<file path="src/rtl/reg_file.sv">
// Register file: 2^ADDR_W x WIDTH, one write port, two registered read ports, R0 hardwired to zero.
// Define RF_BYPASS_EN to forward same-edge write data to a colliding read (write-first).
module reg_file #(
    parameter int WIDTH  = 32,
    parameter int ADDR_W = 5
) (
    input  logic              clk,
    input  logic              rst,
    input  logic              we,
    input  logic [ADDR_W-1:0] waddr,
    input  logic [WIDTH-1:0]  wdata,
    input  logic              re,
    input  logic [ADDR_W-1:0] raddr_a,
    input  logic [ADDR_W-1:0] raddr_b,
    output logic [WIDTH-1:0]  rdata_a,
    output logic [WIDTH-1:0]  rdata_b
);

    localparam int DEPTH = 2 ** ADDR_W;

    logic [WIDTH-1:0] mem [DEPTH];
    logic [WIDTH-1:0] rd_a;
    logic [WIDTH-1:0] rd_b;
    logic             wr_ok;

    assign wr_ok = we && (waddr != '0);

    always_comb begin
        rd_a = mem[raddr_a];
        rd_b = mem[raddr_b];
`ifdef RF_BYPASS_EN
        if (wr_ok && (waddr == raddr_a)) rd_a = wdata;
        if (wr_ok && (waddr == raddr_b)) rd_b = wdata;
`endif
        // R0 reads zero even if a write to it is in flight
        if (raddr_a == '0) rd_a = '0;
        if (raddr_b == '0) rd_b = '0;
    end

    always_ff @(posedge clk) begin
        if (!rst) begin
            for (int i = 0; i < DEPTH; i++) mem[i] <= '0;
        end else if (wr_ok) begin
            mem[waddr] <= wdata;
        end
    end

    always_ff @(posedge clk) begin
        if (!rst) begin
            rdata_a <= '0;
            rdata_b <= '0;
        end else if (re) begin
            rdata_a <= rd_a;
            rdata_b <= rd_b;
        end
    end

endmodule
</file>
<file path="config.mk">
export PLATFORM = sky130hd
export DESIGN_NAME = reg_file
export DESIGN_NICKNAME = d
export VERILOG_FILES = /design/src/rtl/reg_file.sv
export SDC_FILE = /design/constraint.sdc
export NUM_CORES = 2
export LEC_CHECK = 0
export CAP_MARGIN = 20
export CORE_MARGIN = 2
export CORE_UTILIZATION = 65
export CTS_BUF_LIST = sky130_fd_sc_hd__clkbuf_4 sky130_fd_sc_hd__clkbuf_8
export DETAILED_ROUTE_END_ITERATION = 8
export GPL_ROUTABILITY_DRIVEN = 0
export MAX_ROUTING_LAYER = met4
export PLACE_DENSITY = 0.8
export SLEW_MARGIN = 10
export SYNTH_ARGS = -nofsm -noshare
export SYNTH_HDL_FRONTEND = slang
export SYNTH_SLANG_ARGS = --single-unit
</file>
<file path="constraint.sdc">
create_clock -name clk -period 4.61 [get_ports clk]
set_clock_uncertainty 0.15 [all_clocks]
set_input_delay 0.461 -clock clk [delete_from_list [all_inputs] [get_ports clk]]
set_output_delay 0.461 -clock clk [all_outputs]
set_load 0.01 [all_outputs]
</file>
==> flow_summary.json <==
{
  "p_per_area_nw_per_um2": 371.0,
  "status": "completed",
  "antenna_left": 0,
  "ir_drop_uv": 310.7,
  "worstPathCellList": "dlygate4sd3_1, buf_4, nand4b_1, buf_4, o21ai_4, buf_4",
  "cts_made_buffers": 176,
  "fmax_mhz": 356.2,
  "regArea_um2": 32030,
  "worst-path-buf-inv": 4,
  "cts_root_buf": "clkbuf_8",
  "drt_iter0_markers": 5819,
  "cts_max_level": 4,
  "seq_area_frac_synth_pct": 56.70,
  "cts_setup_buffers": 0,
  "hold_class": "input pin to flop",
  "endpoint": "mem[9][27]",
  "vias": 37185,
  "setup.worst_path.start": "rst",
  "start_util_pct": 65.32,
  "relSlewSlack_pct": 20.80,
  "gr-usage-all-layers_pct": 42.37,
  "r2r-start": "mem[31][26]",
  "ys_types": 43,
  "synth-edff-count": 1024,
  "viasPerCell": 7.218,
  "finalSetupTns_ps": 0,
  "multi_input_area_um2": 23240,
  "route.detailed.wl_per_inst_um": 35.03,
  "overflow": 0,
  "grt_first_pass_wirelength_mm": 260.2,
  "leakage_nw": 21.79,
  "synth_common_cells": "edfxtp_1 (1024), and2_1 (993), mux4_2 (416), clkbuf_1 (306), mux2_2 (179)",
  "fin_hold_ws_ps": 299.9,
  "stdcell_count": 5152,
  "dp_hpwl_mm": 109.0,
  "critPathLaunchType": "input pin",
  "design_area_um2": 63030,
  "r2r_cells": 4,
  "die_area_um2": 89290,
  "syn_to_final_growth_pct": 11.57,
  "path_class": "input pin to flop",
  "clkTransAtPathRegs_ps": 60,
  "slowest_stage": "o21ai_4",
  "post-route-period-util_pct": 60.90,
  "syn_area_per_cell_um2": 14.99,
  "setup_viol": 0,
  "nNetsFinal": 3882,
  "fin_crit_ps": 2808,
  "critPathMaxStageDelay_ps": 620,
  "yosysTopAreaCell": "edfxtp_1",
  "synth_cells": 3770,
  "arrival_ps": 3170,
  "cp_max_fo": 22,
  "post-route-drc-count": 0,
  "hold_start": "raddr_a[2]",
  "drv_slew": 0,
  "synth_seq_cells": 1088,
  "drt-pass1-iter-count": 9,
  "tightest_slew_ps": 1184,
  "cts_resized": 0,
  "maxCapViolCount": 0,
  "grt_pass1_vias": 38496,
  "yosys-top-cells-area": "edfxtp_1 (54%), mux4_2 (17%), and2_1 (11%)",
  "cp.depth": 6,
  "antenna_found_initial": 13,
  "postCtsHoldBufs": 2,
  "cts_tree": "built",
  "synth_top_flop_cell": "edfxtp_1",
  "clock_sinks": 1088,
  "reg2reg_slack_ps": 2380,
  "synth_area_um2": 56490,
  "num_rows": 108,
  "die_h_um": 298.8,
  "coreArea_um2": 86480,
  "synth_top_area_share_pct": 54.43,
  "drive_above_1_share_pct": 28.40,
  "port_buffers": 114,
  "path_common_cell": "buf_4",
  "fillers": 5300,
  "crit_path_end_kind": "flop",
  "numPlacedInstances": 4800,
  "crit_required_ps": 4970,
  "synth_warnings": 0,
  "insertion_delay_ps": 860,
  "die_x_um": 298.8,
  "grt_max_degree": 88,
  "postPlaceCellArea_um2": 59110,
  "rsz0062_at_grt": "no",
  "io_pins": 115,
  "finalHoldViolCount": 0,
  "path_delay_family": "buffers and inverters",
  "synthArstFlopShare_pct": 0,
  "clockBufferDepth": 3,
  "drt-total-wl_mm": 180.5,
  "synth.most_common_cell": "edfxtp_1",
  "r2r-end": "rdata_b[26]"
}
-- tightest hold or removal path, stage by stage --
cell and delay [ps]:
buf_8 230, o2bb2ai_1 250, o221ai_1 170, nand3_1 90
-- cell type report --
type / count / area share, %
timing repair buffer: 259 / 3.968
clock buffer: 268 / 5.187
sequential: 1088 / 50.82
antenna: 18 / 0.07146
inverter: 3 / 0.01787
tap: 1155 / 2.293
clock inverter: 58 / 0.7782
multi-input combinational: 2303 / 36.87
-- metal layers --
| layer | vias up | global-route usage [%] | part of all wire (%) | routed length [um] |
|---|---|---|---|---|
| li1 | 14669 | - | - | - |
| met5 | - | - | 0 | 0 |
| met1 | 18451 | 51.66 | 32 | 57540 |
| met3 | 773 | 9.924 | 13 | 23630 |
| met2 | 3292 | 61.42 | 46 | 82280 |
| met4 | 0 | 33.29 | 9.4 | 17040 |
-- metrics by stage --
stage / utilization [%] / power (mW) / setup slack, ps
after floorplan: - / 13.46 / 348.6
after global placement: 68.33 / 14.49 / 1257
after detailed placement: 68.35 / 14.59 / 1260
after CTS: 72.72 / 23.30 / 1917
after global routing: 72.86 / 23.91 / 1687
final: 72.88 / 23.38 / 1802
-- worst min-delay path by stage --
| stage | to | slack (ps) | cells past startpoint |
|---|---|---|---|
| floorplan | rdata_a[10] | 340 | 2 |
| global placement | rdata_a[24] | 310 | 2 |
| detailed placement | rdata_a[26] | 310 | 2 |
| CTS | rdata_b[31] | 250 | 4 |
| global route | rdata_b[31] | 310 | 4 |
| finish | rdata_a[14] | 300 | 4 |
-- registers in the layout, summed over array words and instances (netlist names) --
name / cells
mem: 1024
rdata_a: 32
rdata_b: 32
-- layout by cell type (no fill, tap or decap), types with 10 or more instances in the layout --
cell / instances
a221o_1: 41
a221oi_1: 30
a32o_1: 32
and2_1: 993
buf_12: 17
buf_4: 122
clkbuf_4: 67
clkbuf_8: 201
clkdlybuf4s50_1: 104
clkinv_1: 22
clkinv_2: 18
conb_1: 32
dfxtp_1: 64
diode_2: 18
edfxtp_1: 1024
mux2_2: 179
mux2i_1: 141
mux4_2: 416
nand2_1: 66
nand2b_1: 25
nand3_1: 24
nor2_1: 10
nor2_2: 32
o211ai_1: 31
o21ai_0: 54
o21ai_4: 31
o221ai_1: 56
o22ai_1: 31
o2bb2ai_1: 32
-- cells by family (layout without fill, tap and decap cells) --
| group | Yosys count | count (layout) | share of synthesized area, % |
|---|---|---|---|
| AOI/OAI and AO/OA | 352 | 352 | 4.844 |
| muxes | 736 | 736 | 22.65 |
| DFF | 1088 | 1088 | 56.70 |
| other | 1 | 50 | 0.006638 |
| and+or+nand+nor | 1183 | 1183 | 12.60 |
| buffers and inverters | 410 | 588 | 3.205 |
-- power breakdown --
| part | internal [mW] | switching (mW) | leakage (nW) | total [mW] |
|---|---|---|---|---|
| Sequential | 11.4 | 0.351 | 10.3 | 11.7 |
| Clock | 4.89 | 3.99 | 2.00 | 8.88 |
| Combinational | 1.20 | 1.58 | 9.51 | 2.78 |
| Total | 17.5 | 5.92 | 21.8 | 23.4 |
Power figures use the tool's default switching activity.
